**src/rtl/pipeline_stall_ctrl_pkg.sv**
```systemverilog
// Shared rv32i pipeline types used by the stall/flush controller.
package rv32i_types;

  localparam int unsigned REG_W = 5;

  typedef logic [REG_W-1:0] rv32i_reg;

  // Per-memory-side wait tracker state
  typedef enum logic {
    M_IDLE = 1'b0,
    M_DONE = 1'b1
  } mem_track_state_t;

endpackage

```
**src/rtl/mem_wait_tracker.sv**
```systemverilog
// Remembers a memory response that arrived while the pipeline was frozen,
// so the access counts as complete and is not re-issued until the pipeline moves.
module mem_wait_tracker
  import rv32i_types::*;
(
  input  logic clk,
  input  logic rst,
  input  logic req,
  input  logic resp,
  input  logic advance,
  output logic done,
  output logic req_en
);

  mem_track_state_t state_q;

  // Latch a completed access while frozen; release it when the pipeline advances
  always_ff @(posedge clk) begin
    if (rst) begin
      state_q <= M_IDLE;
    end else if (state_q == M_IDLE) begin
      if (req && resp && !advance) begin
        state_q <= M_DONE;
      end
    end else begin
      if (advance) begin
        state_q <= M_IDLE;
      end
    end
  end

  // Effective completion and request gating; a response during reset is ignored
  assign done   = !rst && (resp || (state_q == M_DONE));
  assign req_en = !rst && (state_q != M_DONE);

endmodule

```
**src/rtl/pipeline_stall_ctrl.sv**
```systemverilog
// Stall/flush controller for the 5-stage rv32i pipeline: memory freeze,
// taken-branch flush, load-use bubble, plus performance counters.
module pipeline_stall_ctrl
  import rv32i_types::*;
#(
  parameter int unsigned CNT_W = 32
) (
  input  logic             clk,
  input  logic             rst,
  input  rv32i_reg         IFID_rs1,
  input  rv32i_reg         IFID_rs2,
  input  logic             IFID_uses_rs1,
  input  logic             IFID_uses_rs2,
  input  rv32i_reg         IDEX_rd,
  input  logic             IDEX_mem_read,
  input  logic             EX_br_taken,
  input  logic             imem_read,
  input  logic             imem_resp,
  input  logic             dmem_req,
  input  logic             dmem_resp,
  output logic             imem_read_en,
  output logic             dmem_req_en,
  output logic             load_pc,
  output logic             load_ifid,
  output logic             load_idex,
  output logic             load_exmem,
  output logic             load_memwb,
  output logic             flush_ifid,
  output logic             bubble_idex,
  output logic [CNT_W-1:0] stall_cycles,
  output logic [CNT_W-1:0] bubble_count,
  output logic [CNT_W-1:0] flush_count
);

  logic imem_done;
  logic dmem_done;
  logic freeze;
  logic advance;
  logic load_use;
  logic sel_flush;
  logic sel_bubble;

  logic [CNT_W-1:0] stall_q,  stall_d;
  logic [CNT_W-1:0] bubble_q, bubble_d;
  logic [CNT_W-1:0] flush_q,  flush_d;

  mem_wait_tracker u_imem_trk (
    .clk     (clk),
    .rst     (rst),
    .req     (imem_read),
    .resp    (imem_resp),
    .advance (advance),
    .done    (imem_done),
    .req_en  (imem_read_en)
  );

  mem_wait_tracker u_dmem_trk (
    .clk     (clk),
    .rst     (rst),
    .req     (dmem_req),
    .resp    (dmem_resp),
    .advance (advance),
    .done    (dmem_done),
    .req_en  (dmem_req_en)
  );

  // Hazard detection; x0 never creates a load-use dependency
  always_comb begin
    freeze   = (imem_read && !imem_done) || (dmem_req && !dmem_done);
    advance  = !freeze;
    load_use = IDEX_mem_read && (IDEX_rd != REG_W'(0)) &&
               ((IFID_uses_rs1 && (IFID_rs1 == IDEX_rd)) ||
                (IFID_uses_rs2 && (IFID_rs2 == IDEX_rd)));
    sel_flush  = !rst && !freeze && EX_br_taken;
    sel_bubble = !rst && !freeze && !EX_br_taken && load_use;
  end

  // Pipeline register control: reset > freeze > taken branch > load-use > normal
  always_comb begin
    load_pc     = 1'b1;
    load_ifid   = 1'b1;
    load_idex   = 1'b1;
    load_exmem  = 1'b1;
    load_memwb  = 1'b1;
    flush_ifid  = 1'b0;
    bubble_idex = 1'b0;
    if (rst) begin
      flush_ifid  = 1'b1;
      bubble_idex = 1'b1;
    end else if (freeze) begin
      load_pc    = 1'b0;
      load_ifid  = 1'b0;
      load_idex  = 1'b0;
      load_exmem = 1'b0;
      load_memwb = 1'b0;
    end else if (EX_br_taken) begin
      flush_ifid  = 1'b1;
      bubble_idex = 1'b1;
    end else if (load_use) begin
      load_pc     = 1'b0;
      load_ifid   = 1'b0;
      bubble_idex = 1'b1;
    end
  end

  // Counter next-state; wraps naturally at CNT_W bits
  always_comb begin
    stall_d  = stall_q;
    bubble_d = bubble_q;
    flush_d  = flush_q;
    if (!rst && freeze) begin
      stall_d = stall_q + CNT_W'(1);
    end
    if (sel_bubble) begin
      bubble_d = bubble_q + CNT_W'(1);
    end
    if (sel_flush) begin
      flush_d = flush_q + CNT_W'(1);
    end
  end

  // Performance counter registers
  always_ff @(posedge clk) begin
    if (rst) begin
      stall_q  <= '0;
      bubble_q <= '0;
      flush_q  <= '0;
    end else begin
      stall_q  <= stall_d;
      bubble_q <= bubble_d;
      flush_q  <= flush_d;
    end
  end

  assign stall_cycles = stall_q;
  assign bubble_count = bubble_q;
  assign flush_count  = flush_q;

endmodule

```
**config.mk**
```make
export PLATFORM = sky130hd
export DESIGN_NAME = pipeline_stall_ctrl
export DESIGN_NICKNAME = d
export VERILOG_FILES = /design/src/rtl/pipeline_stall_ctrl_pkg.sv /design/src/rtl/mem_wait_tracker.sv /design/src/rtl/pipeline_stall_ctrl.sv
export SDC_FILE = /design/constraint.sdc
export NUM_CORES = 1
export LEC_CHECK = 0
export BUFFER_PORTS_ARGS = -buffer_cell sky130_fd_sc_hd__buf_4
export CORE_MARGIN = 4
export CORE_UTILIZATION = 42
export DETAILED_ROUTE_END_ITERATION = 6
export GPL_TIMING_DRIVEN = 1
export PLACE_DENSITY = 0.7
export SYNTH_ARGS = -nofsm -noshare
export SYNTH_HDL_FRONTEND = slang
export SYNTH_SLANG_ARGS = --single-unit
```
**constraint.sdc**
```tcl
create_clock -name clk -period 4.1 [get_ports clk]
set_clock_uncertainty 0.05 [all_clocks]
set_input_delay 0 -clock clk [delete_from_list [all_inputs] [get_ports clk]]
set_output_delay 0 -clock clk [all_outputs]
set_load 0.02 [all_outputs]
```
# Word level (Yosys, flattened, before mapping)
# Index checks and enable logic that the tools add are counted.
dict set report word_totals {
  regBits 98
  inputBits 25
  out_inout_bits 105
  elab_cells 59
}
dict set report op_classes {
  addsub 3
  eq_ne 2
  mux 18
  bitwise_logic 2
  reduce_logical 29
}
# op count
set ops {}
lappend ops {{32-bit by 1-bit adder with 32-bit output, second input constant} 3}
lappend ops {{1-bit logical AND} 19}
lappend ops {{1-bit 2-to-1 mux} 18}
lappend ops {{5-bit == test} 2}
lappend ops {{1-bit logical NOT} 5}
lappend ops {{5-bit nonzero test} 1}
lappend ops {{1-bit logical OR} 4}
lappend ops {{1-bit inverter} 2}

# Longest topological paths before layout
# Gate-level depths: netlist (run 1).
dict set report logic_depth {
  depth_word 9
  ltp_mapped 8
  depth_no_buf 6
}

# Modules after synthesis
# From an unflattened synthesis (run 1), not the netlist that was laid out.
dict set report hier_totals {
  hier_cells 614
  hier_area_um2 4999.8
}
# mod instances cells_per_inst area_each_um2 seq_area_each_um2
set modules_own_cells {}
lappend modules_own_cells {pipeline_stall_ctrl 1 602 4907.2 1921.8}
lappend modules_own_cells {mem_wait_tracker 2 6 46.3 20.0}

# Worst setup path after synthesis (run 1)
# OpenSTA, ideal clock, no wires.
dict set report synth_path {
  path_type {register -> register}
  startpoint {register flush_q[3] (netlist: flush_count[3])}
  endpoint {register flush_q[21] (netlist: flush_count[21])}
  setup_time_ps 121
  t_arrival_ps 2128
  slack_ps 1801
  path_stages_with_launch 7
  path_buffers 1
  path_cell_list {dfxtp_1 nand2_1 or4b_1 buf_2 nor4_1 and3_1 mux2_2}
}
dict set report synth_via {
  elab_chain_len 1
}
# item line_no
set synth_lines {}
lappend synth_lines {{from (decl)} pipeline_stall_ctrl.sv:45} ;# logic [CNT_W-1:0] flush_q, flush_d;
lappend synth_lines {{from (signal assigned)} pipeline_stall_ctrl.sv:131} ;# flush_q <= flush_d;
lappend synth_lines {{32-bit by 1-bit adder with 32-bit output} pipeline_stall_ctrl.sv:118} ;# flush_d = flush_q + CNT_W'(1);
# No other way between the ends.
# A chain may end at the register's enable or synchronous reset.

# Worst setup path after layout (run 1)
dict set report layout_path {
  startpoint {register u_imem_trk.state_q}
  endpoint {register stall_q[29] (netlist: stall_cycles[29])}
}
dict set report layout_via {
  elab_chain_len 6
}
# item line_no
set layout_lines {}
lappend layout_lines {{from (decl)} mem_wait_tracker.sv:15} ;# mem_track_state_t state_q;
lappend layout_lines {{from (signal assigned)} mem_wait_tracker.sv:20} ;# state_q <= M_IDLE;
lappend layout_lines {{from (signal assigned)} mem_wait_tracker.sv:23} ;# state_q <= M_DONE;
lappend layout_lines {{from (signal assigned)} mem_wait_tracker.sv:27} ;# state_q <= M_IDLE;
lappend layout_lines {{1-bit logical OR} mem_wait_tracker.sv:33} ;# assign done = !rst && (resp || (state_q == M_DONE));
lappend layout_lines {{1-bit logical AND} mem_wait_tracker.sv:33}
lappend layout_lines {{1-bit logical NOT} pipeline_stall_ctrl.sv:69} ;# freeze = (imem_read && !imem_done) || (dmem_req && !dmem_done);
lappend layout_lines {{1-bit logical AND} pipeline_stall_ctrl.sv:69}
lappend layout_lines {{1-bit logical OR} pipeline_stall_ctrl.sv:69}
lappend layout_lines {{1-bit logical AND} pipeline_stall_ctrl.sv:111} ;# if (!rst && freeze) begin
lappend layout_lines {{to (signal assigned)} pipeline_stall_ctrl.sv:129} ;# stall_q <= stall_d;
lappend layout_lines {{to (decl)} pipeline_stall_ctrl.sv:43} ;# logic [CNT_W-1:0] stall_q, stall_d;
# No other way between the ends.

==> summary.md, run 1 <==
* finished, final reports clean — result of the run
* 0.3342 — met2 usage in global routing
* 5 — first-pass detailed-route iteration total
* 6500 sq um — post-route cell area
* simple AND/OR/NAND/NOR gates — CP top delay family
* 0.1632 mV — worst vdd ir
* 0 — drc violations
* 0.07 ns — clock-pin slew on the worst setup and hold paths
* 0.6467 — final cycle utilization of the critical path
* 0.80 ns — crit-path max cell delay
* register — startpoint types
* 14,360 microns — final routed wirelength across all metal layers
* 0 — final count of hold timing violations
* sky130_fd_sc_hd__dfxtp_1 — dominant register cell in the synthesized netlist
* 5056 sq um — area of the mapped netlist
* no — unrepaired setup endpoints after global routing
* 13,860 sq um — area of the die
* register — Critical Path Sink Type
* u_imem_trk.state_q$_SDFF_PP0_ — beginning of the worst register-to-register path
* built — clock tree from TritonCTS
* 39 — placement row count
* u_imem_trk.state_q$_SDFF_PP0_ — crit path from
* 753 — fin nets
* 3 — H-tree depth
* 129 — IO buf count
* 0.2301 — fraction of final layout cells sized beyond drive strength 1
* 0 ns — final-layout setup total negative slack
* 2.284 nW — LEAKAGE
* sky130_fd_sc_hd__or4_1 — Critical-path top delay cell
* met2 — busiest grt layer
* 47 — Cell variety after synth
* 2 — hold path cells
* 638 — Net Count, Synth
* 610 — gate count after technology mapping
* 1,047 — number of fill cells
* 0 — total inserted antenna cells
* 0 — GR Overflow Total
* 0.3771 GHz — maximum achievable frequency
* o21bai_4, a22oi_1, buf_4, or4_1, or4_1, a21oi_1 — cell breakdown of the critical path
* 0.3880 — Seq/Total Area, Yosys
* 2.87 ns — arrival time of data at the critical path endpoint
* 0 — final count of negative-setup-slack endpoints
* 0 — yosys synthesis warning count
* 11,610 sq um — placeable core region
* 6 — Reg2Reg Depth
* 20 — Critical Path Fanout Max
* 117.7 microns — die height
* 0 — setup fix buffers added after clock tree synthesis
* input pin to register — type of the worst min-delay path
* 5,117 — vias in the first global route
* 1 — number of buffer and inverter instances along the worst setup path
* 0 — number of antenna-violating nets in the routed design
* 5,255 — overall via count from detail_route
* 0.04517 — met3 Track Usage GR
* 98 — number of synthesized register bits
* 117.7 microns — width of the die
* 0.2674 — Slew HR
* 316.9 nW/um^2 — power density over cell area
* sky130_fd_sc_hd__clkbuf_16 — cell at the root of the clock tree
* 4.32 ns — CP required
* 0 — max-cap violation count
* 0.2049 — overall track demand over capacity in global routing
* 390 — DRT iter0 DRCs
* 0 — number of antenna violations at the first check in global routing
* 6091 sq um — area post-placement
* 0 — async set or reset register ratio after synthesis
* 6 — CP Depth
* 16.45 microns — Wirelength per Cell
* 2.652 ns — post-layout min period
* 2 — maximum root-to-sink buffer count
* 62 — pin count of the biggest net entering global routing
* rst — startpoint of the tightest hold check path
* 8.289 sq um — average cell area after synthesis
* 28.56% — Layout Area Growth over Synthesis
* 24,210 microns — first-pass GRT wire length
* 0.4354 — effective utilization at floorplan
* 0.2572 — met1 Use GR
* 1.098 ns — Worst Tran Pin Value
* 0.8809 — Routability Congestion
* 9 — Num CTS Buffers
* 10,240 microns — detailed-placement wirelength estimate
* 0 — number of enable-type register cells in the synthesized netlist
* 130 — Ports
* register to register — Worst Path Class, Setup
* 0.35 ns — latest clock arrival within the worst-skew pair
* 6.019 — vias per cell
* 98 — total number of clock tree sinks
* sky130_fd_sc_hd__or4_1 — cell repeated most along the worst path
* 0 — max-slew violation count
-- synth_stat cells (all sizes together), types with 3 or more instances --
library cell | count | area, sq um
mux2 | 5 | 56.30
clkbuf | 24 | 90.09
nand2 | 34 | 127.6
xor2 | 23 | 201.4
o31ai | 36 | 270.3
or2 | 5 | 31.28
buf | 13 | 67.56
inv | 7 | 26.28
a21oi | 58 | 290.3
xnor2 | 17 | 148.9
o21ai | 20 | 100.1
ha | 3 | 37.54
or4 | 36 | 270.3
nor3b | 3 | 22.52
nor4 | 16 | 127.6
or3 | 19 | 118.9
o311ai | 4 | 35.03
and4 | 8 | 70.07
dfxtp | 98 | 1962
o21a | 8 | 60.06
nor2b | 6 | 37.54
and3 | 8 | 50.05
nor2 | 49 | 183.9
nand4 | 38 | 237.7
nand3 | 43 | 215.2
and2 | 3 | 18.77
nor3 | 12 | 60.06
-- routing by layer --
metal | vias up | part of all wire | wire [microns]
met1 | 2489 | 0.43 | 6240
met3 | 33 | 0.063 | 910
met5 | - | 0 | 0
met2 | 191 | 0.47 | 6792
li1 | 2542 | - | -
met4 | 0 | 0.029 | 421
-- per-stage QoR --
step	utilization	setup WS [ns]	total power, W	hold slack [ns]	cells
final	0.5597	1.448	0.002060	0.1064	873
after detailed placement	0.5245	1.247	0.001126	0.2337	850
after global routing	0.5597	1.219	0.002132	0.1322	873
after floorplan	-	1.801	0.001069	0.07421	610
after global placement	0.5245	1.318	0.001123	0.2222	850
after CTS	0.5597	1.471	0.002080	0.09438	873
-- path summary, 6_finish.rpt --
path	end	slack [ns]
setup / recovery	stall_cycles[29]$_SDFFE_PP0P_	1.45
hold / removal	flush_count[23]$_SDFFE_PP0P_	0.11
setup reg to reg	stall_cycles[29]$_SDFFE_PP0P_	1.45
hold reg to reg	stall_cycles[31]$_SDFFE_PP0P_	0.44
-- state kept, by name, summed over array words and instances (netlist names) --
signal,count
bubble_count,32
flush_count,32
stall_cycles,32
u_dmem_trk.state_q,1
u_imem_trk.state_q,1
-- report_power, final --
part / internal, W / switching, W / total [W] / leakage, nW
Sequential: 0.000956 / 0.00000787 / 0.000964 / 0.790
Combinational: 0.0000556 / 0.0000894 / 0.000145 / 1.33
Clock: 0.000584 / 0.000367 / 0.000951 / 0.165
-- area by class of cell --
class	count	area, sq um	area share
Clock buffer	12	266.5	0.04100
Clock inverter	4	72.57	0.01116
Inverter	8	30.03	0.004620
Multi-Input combinational cell	467	2914	0.4483
Sequential cell	98	1962	0.3018
Tap cell	143	178.9	0.02753
Timing Repair Buffer	141	1076	0.1655
-- logic make-up after synthesis --
kind of cell / share of synthesized area
multiplexers: 0.01114
XOR/XNOR: 0.06929
buffers and inverters: 0.03712
AND/OR/NAND/NOR: 0.3192
flip-flops: 0.3880
adder cells (fa/ha/maj): 0.007425
AO/OA/AOI/OAI: 0.1678
-- timing repair --
action	CTS	global route
hold buffers	7	0
hold endpoints to repair	3	0
resized for setup	0	0
-- worst reg2reg max path: stages (launching register included) --
cell and delay (ns):
sky130_fd_sc_hd__dfxtp_1 0.35, sky130_fd_sc_hd__o21bai_4 0.22, sky130_fd_sc_hd__a22oi_1 0.20, sky130_fd_sc_hd__buf_4 0.25, sky130_fd_sc_hd__or4_1 0.80, sky130_fd_sc_hd__or4_1 0.55
sky130_fd_sc_hd__a21oi_1 0.16
-- cells in the final DEF, fill, tap and decap left out, drive strengths merged, types with 2 or more instances in the layout --
cell         instances
buf                134
dfxtp               98
a21oi               58
nor2                49
nand3               43
nand4               38
or4                 36
o31ai               36
nand2               34
xor2                23
o21ai               20
or3                 19
xnor2               17
nor4                16
nor3                12
clkbuf              12
o21a                 8
and3                 8
and4                 8
inv                  7
dlygate4sd3          7
nor2b                6
or2                  5
mux2                 5
o311ai               4
nor3b                3
ha                   3
and2                 3
bufinv               2
o21bai               2
clkinv               2
a211oi               2
Note: power is estimated with default switching activity, not from simulation.
==> run 2: changes to the inputs <==
--- a/config.mk
+++ b/config.mk
@@ -10,7 +10,7 @@
 export CORE_UTILIZATION = 42
 export DETAILED_ROUTE_END_ITERATION = 6
 export GPL_TIMING_DRIVEN = 1
-export PLACE_DENSITY = 0.7
+export PLACE_DENSITY = 0.72
 export SYNTH_ARGS = -nofsm -noshare
 export SYNTH_HDL_FRONTEND = slang
 export SYNTH_SLANG_ARGS = --single-unit
==> constraint.sdc (replaced) <==
create_clock -name clk -period 2.26 [get_ports clk]
set_clock_uncertainty 0.05 [all_clocks]
set_input_delay 0 -clock clk [delete_from_list [all_inputs] [get_ports clk]]
set_output_delay 0 -clock clk [all_outputs]
set_load 0.02 [all_outputs]
==> run 2 against run 1 <==
- sequential power rose by 82%
- die area did not move
- first-iteration DRC count shrank 29%
- combinational power increased by 98%
- worst setup slack got worse by 1.4 ns
- non-clock buffer count up 35
- largest power group unchanged
- highest routed layer unchanged
==> summary.md, run 2 (synthesized netlist as in run 1, its figures left out) <==
* finished, final reports clean — result of the run, unchanged
* 0 — max-slew violation count, unchanged
* register to register — Worst Path Class, Setup, unchanged
* 23,960 microns — first-pass GRT wire length, was 24,210 microns
* 0 — drc violations, unchanged
* 6354 sq um — area post-placement, was 6091 sq um
* 0 — number of antenna violations at the first check in global routing, unchanged
* sky130_fd_sc_hd__clkbuf_16 — cell at the root of the clock tree, unchanged
* 0.2641 mV — worst vdd ir, was 0.1632 mV
* 788 — fin nets, was 753
* o21bai_2, a22oi_1, or4_1, buf_4, or3_1, a21oi_1 — cell breakdown of the critical path, was o21bai_4, a22oi_1, buf_4, or4_1, or4_1, a21oi_1
* 5,394 — overall via count from detail_route, was 5,255
* 0 ns — final-layout setup total negative slack, unchanged
* 39 — placement row count, unchanged
* 277 — DRT iter0 DRCs, was 390
* 0.4589 GHz — maximum achievable frequency, was 0.3771 GHz
* 4 — first-pass detailed-route iteration total, was 5
* 0.429 — portion of total power attributed to the clock network, was 0.462
* 0.9642 — final cycle utilization of the critical path, was 0.6467
* 5.941 — vias per cell, was 6.019
* 0.06870 ns — Post-Place Setup Slack, was 1.247 ns
* 130 — Ports, unchanged
* 0.002703 W — internal power consumption, was 0.001596 W
* 0.35 ns — latest clock arrival within the worst-skew pair, about the same
* 0 — max-cap violation count, unchanged
* 0.07 ns — clock-pin slew on the worst setup and hold paths, about the same
* 60 — pin count of the biggest net entering global routing, was 62
* sky130_fd_sc_hd__or4_1 — Critical-path top delay cell, unchanged
* 0 — final count of negative-setup-slack endpoints, unchanged
* 33.14% — Layout Area Growth over Synthesis, was 28.56%
* 2.48 ns — CP required, was 4.32 ns
* 0.490 — sequential cell fraction of total power, was 0.468
* yes — unrepaired setup endpoints after global routing, was no
* 0 — GR Overflow Total, unchanged
* 0.4354 — effective utilization at floorplan, unchanged
* 0.2706 — fraction of final layout cells sized beyond drive strength 1, was 0.2301
* 0.081 — part of the total power dissipated in combinational logic, was 0.070
* 9 — Num CTS Buffers, unchanged
* 0.06289 ns — worst hold margin, was 0.1064 ns
* sky130_fd_sc_hd__buf_4, sky130_fd_sc_hd__dfxtp_1, sky130_fd_sc_hd__a21oi_1 — commonest cells after routing, fill and taps aside, unchanged
* 10,770 microns — detailed-placement wirelength estimate, was 10,240 microns
* 0.08096 ns — smallest setup slack after layout, was 1.448 ns
* 6731 sq um — post-route cell area, was 6500 sq um
* 0.2413 — switching part of the total power, was 0.2254
* 11,610 sq um — placeable core region, unchanged
* 0 — number of antenna-violating nets in the routed design, unchanged
* 4,956 — vias in the first global route, was 5,117
* 16.11 microns — Wirelength per Cell, was 16.45 microns
* 0.0008597 W — reported net switching power, was 0.0004644 W
* 1,077 — number of fill cells, was 1,047
* 2.40 ns — arrival time of data at the critical path endpoint, was 2.87 ns
* 0 — total inserted antenna cells, unchanged
* 0.2034 — overall track demand over capacity in global routing, was 0.2049
* 2 — maximum root-to-sink buffer count, unchanged
* 0.6639 — Slew HR, was 0.2674
* register — startpoint types, unchanged
* 3 — H-tree depth, unchanged
* 129 — IO buf count, unchanged
* 14,630 microns — final routed wirelength across all metal layers, was 14,360 microns
* 529.2 nW/um^2 — power density over cell area, was 316.9 nW/um^2
* 0 — final count of hold timing violations, unchanged
* register — Critical Path Sink Type, unchanged
* 2.445 nW — LEAKAGE, was 2.284 nW
* 117.7 microns — width of the die, unchanged
* 8 — Critical Path Fanout Max, was 20
* 2.179 ns — post-layout min period, was 2.652 ns
* built — clock tree from TritonCTS, unchanged
* 0.68 ns — crit-path max cell delay, was 0.80 ns
* 98 — total number of clock tree sinks, unchanged
* 117.7 microns — die height, unchanged
* sky130_fd_sc_hd__buf_4 — most common cell after layout, fill and taps aside, unchanged
* input pin to register — type of the worst min-delay path, unchanged
* 13,860 sq um — area of the die, unchanged
* 0.5041 ns — Worst Tran Pin Value, was 1.098 ns
* 0.8911 — Routability Congestion, was 0.8809
* 0.003563 W — Power, Total, was 0.002060 W
run 2: changes by cell type in the layout (fill, tap and decap cells not counted), sizes merged:
cell	delta
buf	+36
clkbuf	-3
clkinv	+4
bufinv	-1
dlygate4sd3	-1
run 2: area by class of cell:
cell class | count | area [sq um] | area share
Sequential cell | 98 | 1963 | 0.2916
Clock buffer | 9 | 225.2 | 0.03346
Tap cell | 143 | 178.9 | 0.02658
Multi-Input combinational cell | 467 | 2924 | 0.4344
Inverter | 8 | 30.03 | 0.004461
Clock inverter | 7 | 70.07 | 0.01041
Timing Repair Buffer | 176 | 1340 | 0.1991
run 2: per-layer routing:
metal / GRT usage / part of all wire / vias to the layer above
met5: 0 / 0 / -
met4: 0.06886 / 0.017 / 0
met3: 0.03892 / 0.059 / 22
met2: 0.3360 / 0.49 / 174
met1: 0.2667 / 0.43 / 2586
li1: - / - / 2612
run 2: what timing repair did:
| item | 4_1_cts | 5_1_grt |
|---|---|---|
| endpoints found under the hold margin | 3 | 0 |
| gates resized for setup | 0 | 3 |
| setup endpoints to repair | 0 | 11 |
| hold buffers | 6 | 0 |
| buffers inserted | 0 | 2 |
run 2: stage by stage:
| step | util | std cells |
|---|---|---|
| finish | 0.5796 | 908 |
| global route | 0.5796 | 908 |
| CTS | 0.5777 | 906 |
| detailed placement | 0.5471 | 884 |
| global placement | 0.5471 | 884 |
| floorplan | - | 610 |
run 2: worst max-delay path: cells and delay by family, from the launching register on:
family	cells	cell delay, ns
AOI/OAI and AO/OA	3	0.49
buffers and inverters	1	0.22
DFF	1	0.32
and+or+nand+nor	2	1.03
run 2: final timing paths:
| check | cells past startpoint | startpoint | end | slack [ns] |
|---|---|---|---|---|
| setup / recovery | 6 | u_dmem_trk.state_q$_SDFF_PP0_ | stall_cycles[21]$_SDFFE_PP0P_ | 0.08 |
| hold reg to reg | 2 | bubble_count[31]$_SDFFE_PP0P_ | bubble_count[31]$_SDFFE_PP0P_ | 0.45 |
| setup reg to reg | 6 | u_dmem_trk.state_q$_SDFF_PP0_ | stall_cycles[21]$_SDFFE_PP0P_ | 0.08 |
| hold / removal | 4 | IDEX_mem_read | bubble_count[9]$_SDFFE_PP0P_ | 0.06 |
run 2: power by group through the flow:
| stage | Clock [W] | Combinational [W] | Sequential, W |
|---|---|---|---|
| final | 0.00153 | 0.000287 | 0.00175 |
| after global routing | 0.00163 | 0.000309 | 0.00175 |
| after CTS | 0.00156 | 0.000285 | 0.00175 |
| after detailed placement | 0 | 0.000277 | 0.00179 |
| after global placement | 0 | 0.000271 | 0.00179 |
| after floorplan | 0 | 0.000146 | 0.00179 |
==> run 3: changes to the inputs <==
--- a/config.mk
+++ b/config.mk
@@ -5,12 +5,14 @@
 export SDC_FILE = /design/constraint.sdc
 export NUM_CORES = 1
 export LEC_CHECK = 0
+export ABC_AREA = 1
 export BUFFER_PORTS_ARGS = -buffer_cell sky130_fd_sc_hd__buf_4
-export CORE_MARGIN = 4
+export CORE_MARGIN = 5
 export CORE_UTILIZATION = 42
+export CTS_CLUSTER_DIAMETER = 80
 export DETAILED_ROUTE_END_ITERATION = 6
 export GPL_TIMING_DRIVEN = 1
-export PLACE_DENSITY = 0.72
+export PLACE_DENSITY = 0.7
 export SYNTH_ARGS = -nofsm -noshare
 export SYNTH_HDL_FRONTEND = slang
 export SYNTH_SLANG_ARGS = --single-unit
==> run 3 against run 2 <==
- design area up 16%
- via count is 30% higher
- total power is 2.5% higher
- area after synthesis increased by 26%
- critical endpoint is now flush_count[12]$_SDFFE_PP0P_
==> summary.md, run 3 <==
* 424 — DRT iter0 DRCs, was 277
* 0 — number of antenna-violating nets in the routed design, unchanged
* register — Critical Path Sink Type, unchanged
* 0 — max-slew violation count, unchanged
* 0 — number of antenna violations at the first check in global routing, unchanged
* 132.9 microns — die height, was 117.7 microns
* 6,283 — vias in the first global route, was 4,956
* sky130_fd_sc_hd__dfxtp_1 — most area-hungry cell type in the Yosys netlist, unchanged
* 19,200 microns — final routed wirelength across all metal layers, was 14,630 microns
* 1,218 — fin nets, was 788
* 6 — Critical Path Fanout Max, was 8
* 1,567 — number of fill cells, was 1,077
* 0.2915 ns — Post-Place Setup Slack, was 0.06870 ns
* 1,383 — post-layout instance count excluding filler cells, was 908
* 0.4881 — share of synthesized cell area in and, or, nand and nor gates, was 0.3192
* 0.03312 — share of the synthesized netlist area taken by xor and xnor gates, was 0.06929
* sky130_fd_sc_hd__clkbuf_16 — cell at the root of the clock tree, unchanged
* 5.082 — vias per cell, was 5.941
* 0.08259 — Compound-Gate Fraction of Synth Area, was 0.1678
* 13.88 microns — Wirelength per Cell, was 16.11 microns
* 0.1623 — fraction of final layout cells sized beyond drive strength 1, was 0.2706
* sky130_fd_sc_hd__dfxtp_1, sky130_fd_sc_hd__nand2_1, sky130_fd_sc_hd__nor2_1, sky130_fd_sc_hd__a21oi_1, sky130_fd_sc_hd__nand3_1 — top cells by area in the synthesized netlist, was sky130_fd_sc_hd__dfxtp_1, sky130_fd_sc_hd__a21oi_1, sky130_fd_sc_hd__o31ai_1, sky130_fd_sc_hd__or4_1, sky130_fd_sc_hd__nand4_1
* 1,090 — Net Count, Synth, was 638
* 45 — placement row count, was 39
* 465.6 nW/um^2 — power density over cell area, was 529.2 nW/um^2
* 0 — final count of negative-setup-slack endpoints, unchanged
* 0 — number of enable-type register cells in the synthesized netlist, unchanged
* 0.1406 ns — worst hold margin, was 0.06289 ns
* register to register — Worst Path Class, Setup, unchanged
* sky130_fd_sc_hd__nand2_1 — most used standard cell by instance count after synthesis, was sky130_fd_sc_hd__dfxtp_1
* 6347 sq um — area of the mapped netlist, was 5056 sq um
* 0.3091 — share of Yosys cell area claimed by the top area cell type, was 0.3880
* 0.1458 ns — smallest setup slack after layout, was 0.08096 ns
* 98 — number of synthesized register bits, unchanged
* 0 ns — final-layout setup total negative slack, unchanged
* sky130_fd_sc_hd__nand2_1 — most common cell after layout, fill and taps aside, was sky130_fd_sc_hd__buf_4
* 0.2106 — overall track demand over capacity in global routing, was 0.2034
* 2.45 ns — CP required, was 2.48 ns
* 1,358 — cell total after placement, was 884
* 7,028 — overall via count from detail_route, was 5,394
* 0.080 — part of the total power dissipated in combinational logic, was 0.081
* 130 — Ports, unchanged
* yes — unrepaired setup endpoints after global routing, unchanged
* 0.07 ns — clock-pin slew on the worst setup and hold paths, about the same
* 3 — H-tree depth, unchanged
* 0.002727 W — internal power consumption, was 0.002703 W
* 30,910 microns — first-pass GRT wire length, was 23,960 microns
* 9 — Num CTS Buffers, unchanged
* 3.044 nW — LEAKAGE, was 2.445 nW
* 0.9378 — Routability Congestion, was 0.8911
* 132.9 microns — width of the die, was 117.7 microns
* 15,030 sq um — placeable core region, was 11,610 sq um
* 0.442 — portion of total power attributed to the clock network, was 0.429
* 76 — pin count of the biggest net entering global routing, was 60
* 0 — setup fix buffers added after clock tree synthesis, unchanged
* 1962 sq um — storage element area, was 1963 sq um
* 0 — async set or reset register ratio after synthesis, unchanged
* 0 — total inserted antenna cells, unchanged
* 0 — post-synthesis mux area share, was 0.01114
* 0 — final count of hold timing violations, unchanged
* simple AND/OR/NAND/NOR gates — combinational family with the most area after synthesis, unchanged
* 0.9355 — final cycle utilization of the critical path, was 0.9642
* sky130_fd_sc_hd__nand2_1, sky130_fd_sc_hd__nor2_1, sky130_fd_sc_hd__buf_4 — commonest cells after routing, fill and taps aside, was sky130_fd_sc_hd__buf_4, sky130_fd_sc_hd__dfxtp_1, sky130_fd_sc_hd__a21oi_1
* sky130_fd_sc_hd__nand2_1, sky130_fd_sc_hd__nor2_1, sky130_fd_sc_hd__dfxtp_1, sky130_fd_sc_hd__inv_1, sky130_fd_sc_hd__a21oi_1 — commonest cells in the netlist, was sky130_fd_sc_hd__dfxtp_1, sky130_fd_sc_hd__a21oi_1, sky130_fd_sc_hd__nor2_1, sky130_fd_sc_hd__nand3_1, sky130_fd_sc_hd__nand4_1
* 5 — first-pass detailed-route iteration total, was 4
* built — clock tree from TritonCTS, unchanged
* 2 — maximum root-to-sink buffer count, unchanged
* 0.3731 mV — worst vdd ir, was 0.2641 mV
* register — startpoint types, unchanged
* 5.977 sq um — average cell area after synthesis, was 8.289 sq um
* 7840 sq um — post-route cell area, was 6731 sq um
* 2.114 ns — post-layout min period, was 2.179 ns
* 0 — drc violations, unchanged
* sky130_fd_sc_hd__dfxtp_1 — dominant register cell in the synthesized netlist, unchanged
* 17,670 sq um — area of the die, was 13,860 sq um
* 0.005914 — fraction of the mapped netlist area in adder cells, was 0.007424
* 0 — GR Overflow Total, unchanged
* 0.4118 — Slew HR, was 0.6639
* 0 — max-cap violation count, unchanged
* 37 — Cell variety after synth, was 47
* 7440 sq um — area post-placement, was 6354 sq um
* 0.35 ns — latest clock arrival within the worst-skew pair, about the same
* 0.8823 ns — Worst Tran Pin Value, was 0.5041 ns
* 23.52% — Layout Area Growth over Synthesis, was 33.14%
* 3872 sq um — area of combinational cells with multiple inputs, was 2924 sq um
* 0.3091 — Seq/Total Area, Yosys, was 0.3880
* 0.4222 — effective utilization at floorplan, was 0.4354
* 2.31 ns — arrival time of data at the critical path endpoint, was 2.40 ns
* input pin to register — type of the worst min-delay path, unchanged
* 129 — IO buf count, unchanged
* 0.478 — sequential cell fraction of total power, was 0.490
* 0 — yosys synthesis warning count, unchanged
* 1,062 — gate count after technology mapping, was 610
* 0.0009230 W — reported net switching power, was 0.0008597 W
* 98 — total number of clock tree sinks, unchanged
* 14,360 microns — detailed-placement wirelength estimate, was 10,770 microns
* finished, final reports clean — result of the run, unchanged
* 0.2529 — switching part of the total power, was 0.2413
* 0.4730 GHz — maximum achievable frequency, was 0.4589 GHz
[run 3: cell count changes after synthesis, moves of 16 or more]
| cell | change |
|---|---|
| sky130_fd_sc_hd__nand3b_1 | +24 |
| sky130_fd_sc_hd__or3_1 | -19 |
| sky130_fd_sc_hd__nand4_1 | -30 |
| sky130_fd_sc_hd__nor3_1 | +23 |
| sky130_fd_sc_hd__a21oi_1 | +16 |
| sky130_fd_sc_hd__inv_1 | +68 |
| sky130_fd_sc_hd__or4_1 | -36 |
| sky130_fd_sc_hd__clkbuf_1 | -16 |
| sky130_fd_sc_hd__nor2_1 | +119 |
| sky130_fd_sc_hd__nand3_1 | +19 |
| sky130_fd_sc_hd__o31ai_1 | -36 |
| sky130_fd_sc_hd__nand2_1 | +364 |
[run 3: worst max-delay path, stage by stage (launching register included)]
cell and delay, ns:
sky130_fd_sc_hd__dfxtp_1 0.48, sky130_fd_sc_hd__ha_1 0.24, sky130_fd_sc_hd__nand3_1 0.20, sky130_fd_sc_hd__nor2_2 0.27, sky130_fd_sc_hd__nand3_1 0.10, sky130_fd_sc_hd__nand2_1 0.07, sky130_fd_sc_hd__nor2_1 0.03, sky130_fd_sc_hd__dlygate4sd3_1 0.55
[run 3: cell families (layout without fill, tap and decap cells)]
kind of cell	Yosys count	count (layout)
AOI/OAI and AO/OA	98	98
xor gates and xnor gates	24	24
adders and majority gates	3	3
buffers and inverters	117	250
DFF	98	98
and+or+nand+nor	722	722
[run 3: cell type report]
class / count / area share
Tap cell: 188 / 0.03000
Clock buffer: 10 / 0.03048
Clock inverter: 6 / 0.008458
Timing Repair Buffer: 149 / 0.1455
Sequential cell: 98 / 0.2502
Multi-Input combinational cell: 847 / 0.4939
Inverter: 85 / 0.04133
[run 3: per-stage QoR]
step | total power [W] | utilization
final | 0.003650 | 0.5215
after global routing | 0.003763 | 0.5215
after CTS | 0.003682 | 0.5212
after detailed placement | 0.002066 | 0.4949
after global placement | 0.002063 | 0.4949
after floorplan | 0.001961 | -
[run 3: metal layers]
| metal | track usage | vias up | part of all wire |
|---|---|---|---|
| met5 | 0 | - | 0 |
| met4 | 0.07159 | 0 | 0.018 |
| met3 | 0.03308 | 22 | 0.061 |
| met2 | 0.3462 | 207 | 0.46 |
| met1 | 0.2815 | 3176 | 0.46 |
| li1 | - | 3623 | - |
[run 3: path summary, 6_finish.rpt]
check / slack (ns) / startpoint / cells past startpoint / end
setup reg to reg: 0.15 / flush_count[0]$_SDFFE_PP0P_ / 7 / flush_count[12]$_SDFFE_PP0P_
setup / recovery: 0.15 / flush_count[0]$_SDFFE_PP0P_ / 7 / flush_count[12]$_SDFFE_PP0P_
hold reg to reg: 0.46 / flush_count[31]$_SDFFE_PP0P_ / 2 / flush_count[31]$_SDFFE_PP0P_
hold / removal: 0.14 / IDEX_mem_read / 5 / bubble_count[5]$_SDFFE_PP0P_
[run 3: what timing repair did]
action,in CTS,in global routing
gates resized for setup,0,3
hold buffers,9,0
setup endpoints to repair,0,1
hold endpoints to repair,11,0
[run 3: power by group through the flow]
stage	clock network [W]	registers [W]	logic [W]
floorplan	0	0.00179	0.000170
detailed placement	0	0.00178	0.000281
global placement	0	0.00178	0.000279
global route	0.00170	0.00175	0.000316
finish	0.00161	0.00174	0.000291
CTS	0.00164	0.00174	0.000292
